## src/rtl/m68k_bus_arbiter.sv

```systemverilog
// 68000 BR/BG/BGACK arbiter: lends the bus to external DMA masters, gates
// Pi-initiated cycle starts while the bus is away and counts completed tenures.
//
// state     | meaning
// OWNED     | Pistorm holds the bus, cycles may start
// DRAIN     | request seen mid-cycle, waiting for the cycle to finish
// PI_FIRST  | one pending Pi cycle allowed before the grant
// GRANT     | BG asserted, waiting for BGACK or timeout
// RELEASED  | external master owns the bus
// RECLAIM   | settle cycle before taking the bus back
module m68k_bus_arbiter #(
   parameter int SYNC_STAGES   = 2,
   parameter int GRANT_TIMEOUT = 15,
   parameter bit PI_PRIORITY   = 1'b1
) (
   input  logic       c7m,
   input  logic       op_reqrst,
   input  logic       op_req,
   input  logic       bus_idle,
   input  logic       M68K_BR_n,
   input  logic       M68K_BGACK_n,
   input  logic       M68K_AS_n_in,
   output logic       M68K_BG_n,
   output logic       bus_owned,
   output logic [2:0] arb_state,
   output logic [7:0] grant_count
);

   localparam int TW = ($clog2(GRANT_TIMEOUT + 1) > 4) ? $clog2(GRANT_TIMEOUT + 1) : 4;
   localparam logic [TW-1:0] TMO_LAST = TW'(GRANT_TIMEOUT);

   typedef enum logic [2:0] {
      ST_OWNED    = 3'd0,
      ST_DRAIN    = 3'd1,
      ST_PI_FIRST = 3'd2,
      ST_GRANT    = 3'd3,
      ST_RELEASED = 3'd4,
      ST_RECLAIM  = 3'd5
   } arb_state_t;

   arb_state_t             state_q, state_d;
   logic                   bg_n_q, bg_n_d;
   logic                   owned_q, owned_d;
   logic [TW-1:0]          tmo_q, tmo_d;
   logic [7:0]             gcnt_q, gcnt_d;
   logic [SYNC_STAGES-1:0] br_sync_q, br_sync_d;
   logic [SYNC_STAGES-1:0] bgack_sync_q, bgack_sync_d;
   logic                   as_n_q, as_n_d;
   logic                   block_q, block_d;
   logic                   hold_q, hold_d;
   logic                   rel_q, rel_d;
   logic                   started_q, started_d;

   logic          br;
   logic          bgack;
   logic          br_eff;
   logic [TW-1:0] tmo_inc;

   assign br      = ~br_sync_q[SYNC_STAGES-1];
   assign bgack   = ~bgack_sync_q[SYNC_STAGES-1];
   assign br_eff  = br & ~block_q;
   assign tmo_inc = tmo_q + 1'b1;

   always_comb begin
      br_sync_d       = br_sync_q;
      bgack_sync_d    = bgack_sync_q;
      br_sync_d[0]    = M68K_BR_n;
      bgack_sync_d[0] = M68K_BGACK_n;
      for (int i = 1; i < SYNC_STAGES; i++) begin
         br_sync_d[i]    = br_sync_q[i-1];
         bgack_sync_d[i] = bgack_sync_q[i-1];
      end
      as_n_d    = M68K_AS_n_in;
      state_d   = state_q;
      bg_n_d    = bg_n_q;
      owned_d   = owned_q;
      tmo_d     = tmo_q;
      gcnt_d    = gcnt_q;
      block_d   = block_q & br;
      hold_d    = hold_q;
      rel_d     = rel_q;
      started_d = started_q;

      case (state_q)
         ST_OWNED: begin
            bg_n_d  = 1'b1;
            owned_d = 1'b1;
            if (hold_q) begin
               hold_d = 1'b0;
            end else if (br_eff) begin
               if (!bus_idle) begin
                  state_d = ST_DRAIN;
                  owned_d = 1'b0;
               end else if (PI_PRIORITY && op_req) begin
                  state_d   = ST_PI_FIRST;
                  started_d = 1'b0;
               end else begin
                  state_d = ST_GRANT;
                  bg_n_d  = 1'b0;
                  owned_d = 1'b0;
                  tmo_d   = '0;
               end
            end
         end
         ST_DRAIN: begin
            if (bus_idle) begin
               state_d = ST_GRANT;
               bg_n_d  = 1'b0;
               tmo_d   = '0;
            end
         end
         ST_PI_FIRST: begin
            // A withdrawn Pi request must not strand the pending bus request.
            if (!bus_idle) begin
               owned_d   = 1'b0;
               started_d = 1'b1;
            end else if (started_q || !op_req) begin
               state_d = ST_GRANT;
               bg_n_d  = 1'b0;
               owned_d = 1'b0;
               tmo_d   = '0;
            end
         end
         ST_GRANT: begin
            tmo_d = tmo_inc;
            if (bgack) begin
               state_d = ST_RELEASED;
               bg_n_d  = 1'b1;
            end else if (!br) begin
               state_d = ST_RECLAIM;
               bg_n_d  = 1'b1;
               rel_d   = 1'b0;
            end else if (tmo_inc == TMO_LAST) begin
               state_d = ST_RECLAIM;
               bg_n_d  = 1'b1;
               rel_d   = 1'b0;
               block_d = 1'b1;
            end
         end
         ST_RELEASED: begin
            bg_n_d = 1'b1;
            if (!bgack) begin
               state_d = ST_RECLAIM;
               rel_d   = 1'b1;
            end
         end
         ST_RECLAIM: begin
            bg_n_d = 1'b1;
            if (as_n_q) begin
               state_d = ST_OWNED;
               owned_d = 1'b1;
               hold_d  = 1'b1;
               if (rel_q && gcnt_q != 8'hFF) gcnt_d = gcnt_q + 8'd1;
            end
         end
         default: begin
            state_d = ST_OWNED;
            bg_n_d  = 1'b1;
            owned_d = 1'b1;
            hold_d  = 1'b0;
         end
      endcase
   end

   always_ff @(posedge c7m or posedge op_reqrst) begin
      if (op_reqrst) begin
         state_q      <= ST_OWNED;
         bg_n_q       <= 1'b1;
         owned_q      <= 1'b1;
         tmo_q        <= '0;
         gcnt_q       <= 8'd0;
         br_sync_q    <= '1;
         bgack_sync_q <= '1;
         as_n_q       <= 1'b1;
         block_q      <= 1'b0;
         hold_q       <= 1'b0;
         rel_q        <= 1'b0;
         started_q    <= 1'b0;
      end else begin
         state_q      <= state_d;
         bg_n_q       <= bg_n_d;
         owned_q      <= owned_d;
         tmo_q        <= tmo_d;
         gcnt_q       <= gcnt_d;
         br_sync_q    <= br_sync_d;
         bgack_sync_q <= bgack_sync_d;
         as_n_q       <= as_n_d;
         block_q      <= block_d;
         hold_q       <= hold_d;
         rel_q        <= rel_d;
         started_q    <= started_d;
      end
   end

   assign M68K_BG_n   = bg_n_q;
   assign bus_owned   = owned_q;
   assign arb_state   = state_q;
   assign grant_count = gcnt_q;

endmodule
```

## config.mk

```make
export PLATFORM = sky130hd
export DESIGN_NAME = m68k_bus_arbiter
export DESIGN_NICKNAME = d
export VERILOG_FILES = /design/src/rtl/m68k_bus_arbiter.sv
export SDC_FILE = /design/constraint.sdc
export NUM_CORES = 1
export LEC_CHECK = 0
export BUFFER_PORTS_ARGS = -buffer_cell sky130_fd_sc_hd__buf_2
export CAP_MARGIN = 40
export CORE_MARGIN = 5
export CORE_UTILIZATION = 55
export CTS_CLUSTER_DIAMETER = 30
export DETAILED_ROUTE_END_ITERATION = 7
export PLACE_DENSITY = 0.77
export SLEW_MARGIN = 20
export SYNTH_ARGS = -nofsm -noshare
export SYNTH_HDL_FRONTEND = slang
export SYNTH_SLANG_ARGS = --single-unit
```

## constraint.sdc

```tcl
create_clock -name c7m -period 4.4 [get_ports c7m]
set_input_delay 0.44 -clock c7m [delete_from_list [all_inputs] [get_ports c7m]]
set_output_delay 0.44 -clock c7m [all_outputs]
set_load 0.05 [all_outputs]
```

Word level (Yosys, flattened, before mapping)
Index checks and enable logic that the tools add are counted.

operators by class
  reductions and logical operators = 17
  eq/ne operators = 22
  mux-type cells = 54
  add/sub/neg operators = 2
  bitwise logic cells = 6

operator list
  cell                   count
  $mux W3                10
  $mux W1                29
  $mux W4                7
  $ne A2 B2 Y1 const B   12
  $pmux W3 S6            1
  $pmux W4 S4            1
  $reduce_and A8 Y1      2
  $add A8 B1 Y8 const B  1
  $ne A8 B8 Y1 const B   1
  $pmux W1 S4            2
  $reduce_and A4 Y1      2
  $eq A3 B2 Y1 const B   2
  $eq A3 B3 Y1 const B   2
  $ne A3 B3 Y1 const B   2
  $pmux W1 S2            3
  $reduce_and A3 Y1      2
  $reduce_and A6 Y1      1
  $add A4 B1 Y4 const B  1
  $eq A4 B4 Y1 const B   1
  $ne A4 B4 Y1 const B   1
  $not A1 Y1             4
  $reduce_bool A2 Y1     2
  $reduce_bool A4 Y1     1
  $reduce_or A4 Y1       1
  9 further kinds        10

storage, ports and cells
  bits of input ports = 7
  word-level logic and storage cells = 113
  register bits = 26
  output and inout bits = 13

Logic depth before layout (Yosys ltp)
Gate-level depths: netlist of the first run.

  depth after elaboration = 6
  gate-level depth with buffers = 6
  mapped depth without buffers = 6

Worst setup path after synthesis of the first run
OpenSTA, ideal clock, no wires.

  kind = register -> register
  from = register gcnt_q[0], in the netlist grant_count[0]
  to = register gcnt_q[1], in the netlist grant_count[1]
  setup slack = 2547 ps
  arrival = 1728 ps
  clock period less this slack = 1853 ps
  buffers on the path = 0
  stages on the path, launching flop included = 5
  required time = 4275 ps
  path through = dfrtp_1 ha_1 nand3_1 o2111ai_4 mux2_4

between the ends
  longest elaborated chain between the ends = 3
  elaborated cells on any way between the ends = 4
  those cells by class = 1 x add/sub; 1 x eq/ne; 2 x reduce/logical

RTL lines
  element                                                line  source
  start: declaration                                     45    logic [7:0] gcnt_q, gcnt_d;
  start signal: assignment                               184   gcnt_q <= gcnt_d;
  branches (longest 3 deep; another with $add A8 B1 Y8)  --

Parallel ways; which one is timed is not known.
A chain may end at the register's enable or synchronous reset.

Final worst setup path of the first run
  from = register state_q[2], in the netlist arb_state[2]
  to = output port arb_state[2]

RTL lines
  element                   line  source
  start: declaration        41    arb_state_t state_q, state_d;
  start signal: assignment  180   state_q <= state_d;
  end: declaration          25    output logic [2:0] arb_state,

No word-level cell between the ends.

==> results.ini, run 1 <==
[run_status]
status = finished clean

[global_routing]
grt_overflow = 0
grt_pass1_vias = 1029
grt_usage_pct = 17.8
grt_antenna_before_repair = 0
grt_max_degree = 22
grt_pass1_wl_um = 4890

[clock_network]
cts_htree_levels = 1
cts_tree = built
clock_latency_ns = 0.33
cts.repair.resized = 0
cts_setup_buffers = 0
cts_sinks = 26
postCtsHoldBufs = 0
root_buffer = clkbuf_4
clk_pin_slew_worst_paths_ns = 0.14
clk_path_buf_depth = 2
cts_buffers = 3

[routing]
drc_errors = 0
drt-initial-drc-count = 58
avgRoutedWirePerCell_um = 15.1
ant_nets = 0
drt_first_pass_iters = 4
viasPerCell = 5.76
finalWirelength_um = 2860
dr_total_vias = 1088

[setup_path]
critPathSlowestCell = dfrtp_1
start_kind = flip-flop
r2r_start = arb_state[2]
cp.required_ns = 3.96
crit_start = arb_state[2]
cp-end-kind = primary output
path_buf_inv = 1
critical_path_peak_fanout = 21
cp_data_arrival_time_ns = 1.47
worst_path_largest_cell_delay_ns = 0.77
path_cells = buf_2
critical_path.top_delay_family = flip-flops
critPathKind = reg2out

[pwr]
p_leak_nw = 0.739
peakVddDrop_v = 0.000513
power.density_nw_per_um2 = 607

[floorplanning]
io_pins = 20
start_util_pct = 57.9
dieArea_um2 = 3730
die_h_um = 61.1
fp-row-count = 18
die_w_um = 61.1
core_um2 = 2480

[timing]
holdWs_ns = 0.0976
tns_ns = 0
period_needed_ns = 1.91
final_max_slew_viol_count = 0
hold_viol = 0
rsz0062_at_grt = no
fmax_ghz = 0.523
fin_crit_sh_pct = 43.5
maxSlewHeadroom_pct = 58.5
finalSetupViolations = 0
tightest_slew_ns = 0.623
fin_skew_ns = 0.00466

[synth]
synth.avg_cell_area_um2 = 10.3
syn_area_um2 = 1440
synth_ff_type = dfrtp_1
synth-seq-cells = 26
synth_nets = 150
async_reset_ff_share_pct = 100
ys_seq_area_share_pct = 45.9
synth_edf_count = 0
syn_inst = 140
ys_types = 49
synth_warnings = 0

[place]
io_buffers = 19
gp_congestion = 0.825
dp_hpwl_um = 2130

[layout]
layout.area.seq_um2 = 659
syn_to_final_growth_pct = 12.8
nFillCells = 196
final_net_count = 170
multi_input_area_um2 = 713
post-route-util_pct = 65.4
layout-drive-gt1-share_pct = 27.0
diodes = 0

[hold_path]
min_path_type = in2async

[job]
drv_cap = 0

[state kept, by name (all words and copies together), names as in the netlist]
register,count
grant_count,8
tmo_q,4
arb_state,3
bgack_sync_q,2
br_sync_q,2
M68K_BG_n,1
as_n_q,1
block_q,1
bus_owned,1
hold_q,1
rel_q,1
started_q,1
[cell type report]
type	count	share of cell area, %
Inverter	9	2.09
Clock inverter	1	1.85
Timing Repair Buffer	20	7.57
Sequential cell	26	40.7
Clock buffer	3	1.39
Multi-Input combinational cell	100	44.0
Tap cell	30	2.32
[metrics by stage]
step | instance area, um2 | setup WS, ns | power [mW] | instances
2_1_floorplan | 1440 | 2.55 | 0.735 | 140
3_3_place_gp | 1540 | 2.76 | 0.803 | 184
3_5_place_dp | 1570 | 2.69 | 0.822 | 185
4_1_cts | 1620 | 2.49 | 0.987 | 189
5_1_grt | 1620 | 2.39 | 1.05 | 189
6_report | 1620 | 2.49 | 0.983 | 189
[cells in the mapped netlist (2+ instances only)]
cell	instances	area, um2
dfrtp_1	19	475
nor2_1	11	41.3
inv_1	8	30.0
dfstp_2	7	184
nand2_1	7	26.3
a21oi_1	6	30.0
nor3_1	6	30.0
xor2_1	6	52.6
nand3_1	5	25.0
nor3_2	5	50.1
a31oi_1	4	25.0
and2_1	4	25.0
ha_1	3	37.5
nand2b_1	3	18.8
o21ai_1	3	15.0
o22ai_1	3	18.8
a21o_1	2	15.0
buf_2	2	10.0
buf_4	2	15.0
nand4_1	2	12.5
nor3b_1	2	15.0
o21a_1	2	15.0
o21ai_0	2	10.0
[worst paths after layout]
path | to | slack, ns | depth (start not counted)
min in group c7m | bgack_sync_q[0] | 0.18 | 1
max in group asynchronous | bus_owned | 3.77 | 3
setup reg to reg | grant_count[5] | 2.67 | 4
hold reg to reg | bgack_sync_q[1] | 0.37 | 0
setup / recovery | arb_state[2] | 2.49 | 1
hold / removal | grant_count[0] | 0.1 | 2
[cell usage in the layout, fill, tap and decap left out, drive strengths merged, types with 2 or more instances in the layout]
master   instances
a2111oi          2
a21o             2
a21oi            6
a31oi            4
and2             4
buf             20
clkbuf           3
dfrtp           19
dfstp            7
ha               3
inv              9
mux2             2
nand2            7
nand2b           3
nand3            5
nand3b           2
nand4            2
nor2            11
nor3            11
nor3b            2
o21a             2
o21ai            5
o22ai            3
xor2             6
[layer usage]
layer	up-vias	GRT usage, %	part of all wire [%]
li1	544	-	-
met1	511	24.3	45
met2	29	27.9	48
met3	4	4.61	5.5
met4	0	4.95	1.1
met5	-	0	0
[cells by family (layout without fill, tap and decap cells)]
kind of cell	Yosys count	in the layout	synth area share [%]
buffers and inverters	14	33	4.36
AOI/OAI and AO/OA	36	36	19.8
xor gates and xnor gates	7	7	4.27
muxes	2	2	1.83
adders and majority gates	3	3	2.62
DFF	26	26	45.9
and+or+nand+nor	52	52	21.2
[where the power goes]
group	internal [mW]	switching [mW]
clock	0.0922	0.0739
combinational	0.154	0.263
sequential	0.300	0.101
No activity file was read; power rests on OpenSTA's default activity.
==> inputs of run 2 (changes only) <==
--- a/config.mk
+++ b/config.mk
@@ -5,13 +5,14 @@
 export SDC_FILE = /design/constraint.sdc
 export NUM_CORES = 1
 export LEC_CHECK = 0
+export ABC_AREA = 1
 export BUFFER_PORTS_ARGS = -buffer_cell sky130_fd_sc_hd__buf_2
 export CAP_MARGIN = 40
 export CORE_MARGIN = 5
-export CORE_UTILIZATION = 55
+export CORE_UTILIZATION = 50
 export CTS_CLUSTER_DIAMETER = 30
 export DETAILED_ROUTE_END_ITERATION = 7
-export PLACE_DENSITY = 0.77
+export PLACE_DENSITY = 0.74
 export SLEW_MARGIN = 20
 export SYNTH_ARGS = -nofsm -noshare
 export SYNTH_HDL_FRONTEND = slang
==> constraint.sdc (replaced) <==
create_clock -name c7m -period 1.6 [get_ports c7m]
set_input_delay 0.16 -clock c7m [delete_from_list [all_inputs] [get_ports c7m]]
set_output_delay 0.16 -clock c7m [all_outputs]
set_load 0.05 [all_outputs]
==> results.ini, run 2 <==
[run_status]
status = finished clean

[layout]
layout-drive-gt1-share_pct = 26.3
syn_to_final_growth_pct = 15.5
design_area_um2 = 1670
post-route-util_pct = 60.6
diodes = 0
final_common_cell = nand2_1
final_net_count = 224
largest_reg_flops = 8
nFillCells = 246
final_cell_mix = 57 x nand2_1, 22 x inv_1, 19 x dfrtp_1, 19 x buf_2, 13 x nand3_1

[synth]
synth_nets = 194
yosys.area.top_type = dfrtp_1
async_reset_ff_share_pct = 100
synth_edf_count = 0
netlist_top_cells_area = dfrtp_1 33%, nand2_1 15%, dfstp_2 13%, inv_1 5.7%, nand3_1 4.5%
ys_seq_area_share_pct = 45.5
synth.avg_cell_area_um2 = 7.87
syn_inst = 184
syn_area_um2 = 1450
netlist_top_cells_count = 57 x nand2_1, 22 x inv_1, 19 x dfrtp_1
ys_types = 24
synth_warnings = 0
synth_most_common_cell = nand2_1
synth_top_area_share_pct = 32.8
synth-seq-cells = 26
synth_ff_type = dfrtp_1

[clock_network]
root_buffer = clkbuf_4
clk_path_buf_depth = 2
clk_pin_slew_worst_paths_ns = 0.14
cts_tree = built
cts_sinks = 26
cts_htree_levels = 1
cts_buffers = 3
clock_latency_ns = 0.31

[pwr]
p_leak_nw = 0.890
power.density_nw_per_um2 = 1580
peakVddDrop_v = 0.00135
total_power_mw = 2.64

[routing]
drt-initial-drc-count = 70
finalWirelength_um = 2790
viasPerCell = 5.14
avgRoutedWirePerCell_um = 11.4
ant_nets = 0
drt_first_pass_iters = 4
drc_errors = 0
dr_total_vias = 1253

[setup_path]
critPathKind = reg2reg
start_kind = flip-flop
critical_path_peak_fanout = 5
cp.required_ns = 1.81
cp_data_arrival_time_ns = 1.62
rr_worst_depth = 9
cp-end-kind = flip-flop

[place]
gp_congestion = 0.897
place_area_um2 = 1580
io_buffers = 19
dp_hpwl_um = 2160

[timing]
maxSlewHeadroom_pct = 78.6
fin_skew_ns = 0.00907
fmax_ghz = 0.712
finalSetupViolations = 0
hold_viol = 0
rsz0062_at_grt = no
fin_crit_sh_pct = 87.8
final_max_slew_viol_count = 0
tightest_slew_ns = 0.318
tns_ns = 0
period_needed_ns = 1.40

[floorplanning]
die_w_um = 63.8
die_h_um = 63.8
core_um2 = 2760
dieArea_um2 = 4070
io_pins = 20
fp-row-count = 19
start_util_pct = 52.5

[global_routing]
grt_max_degree = 27
grt_pass1_vias = 1237
grt_overflow = 0
grt_pass1_wl_um = 5080
grt_usage_pct = 15.2
grt_antenna_before_repair = 0

[hold_path]
hold_depth = 2
min_path_type = in2reg

[job]
drv_cap = 0

run 2: cell types whose count changed after synthesis, sizes merged, moves of 4 or more:
cell and delta:
a21oi -5, and2 -4, nand2 +56, xor2 -4, o21ai +9, nor3 -8
nand4 +5, nand3 +11, inv +19, a31oi -4
run 2: timing repair:
| item | 4_1_cts | 5_1_grt |
|---|---|---|
| setup buffers | 0 | 2 |
| setup endpoints to repair | 0 | 2 |
| hold endpoints to repair | 22 | 0 |
| hold buffers | 4 | 0 |
| resized for setup | 0 | 1 |
run 2: cell type report:
type                    instances  area [um2]  area share, %
repair buffers                 26         158           9.43
well taps                      31        38.8           2.32
multi-input cells             129         672           40.2
flip-flops and latches         26         659           39.4
inverters                      28         108           6.44
clock buffers                   4        36.3           2.17
run 2: per-layer routing:
| layer | part of all wire, % | up-vias | track usage (%) |
|---|---|---|---|
| met5 | 0 | - | 0 |
| met4 | 1.5 | 0 | 6.49 |
| met3 | 4.3 | 4 | 2.63 |
| met2 | 48 | 27 | 25.9 |
| met1 | 46 | 576 | 18.8 |
| li1 | - | 646 | - |
run 2: power by group:
part	leakage [nW]	internal, mW	switching [mW]
registers	0.330	0.822	0.155
logic	0.538	0.419	0.925
clock network	0.0210	0.139	0.182
total	0.890	1.38	1.26
run 2: critical path: stages (launching register included):
cell and delay (ns):
dfrtp_1 0.44, ha_1 0.23, nand2_1 0.08, nand2_1 0.07
nor2_2 0.09, nand2_1 0.09, nand3_2 0.10, nand3_1 0.09
nand2_1 0.07, nand2_1 0.05
run 2: kinds of logic (layout without fill, tap and decap cells):
logic type,Yosys count,count (layout),share of synthesized area (%)
AOI/OAI and AO/OA,17,17,6.22
xor gates and xnor gates,6,6,3.63
adders and majority gates,3,3,2.59
buffers and inverters,29,58,8.21
DFF,26,26,45.5
and+or+nand+nor,103,103,33.8
run 2: path summary, 6_finish.rpt:
check	start	to	slack [ns]
worst max-delay path	tmo_q[0]	arb_state[0]	0.20
worst min-delay path	bus_idle	started_q	0.08
worst max register to register	tmo_q[0]	arb_state[0]	0.20
worst min register to register	br_sync_q[0]	br_sync_q[1]	0.36
max in group asynchronous	op_reqrst	bgack_sync_q[1]	0.89
min in group asynchronous	op_reqrst	grant_count[3]	0.42
run 2: metrics by stage:
step | cells | hold slack [ns] | setup slack [ns]
after floorplan | 184 | 0.164 | 0.0787
final | 244 | 0.0817 | 0.196
after detailed placement | 234 | 0.229 | 0.192
after CTS | 242 | 0.0762 | 0.173
after global placement | 234 | 0.223 | 0.248
after global routing | 244 | 0.0857 | 0.0163
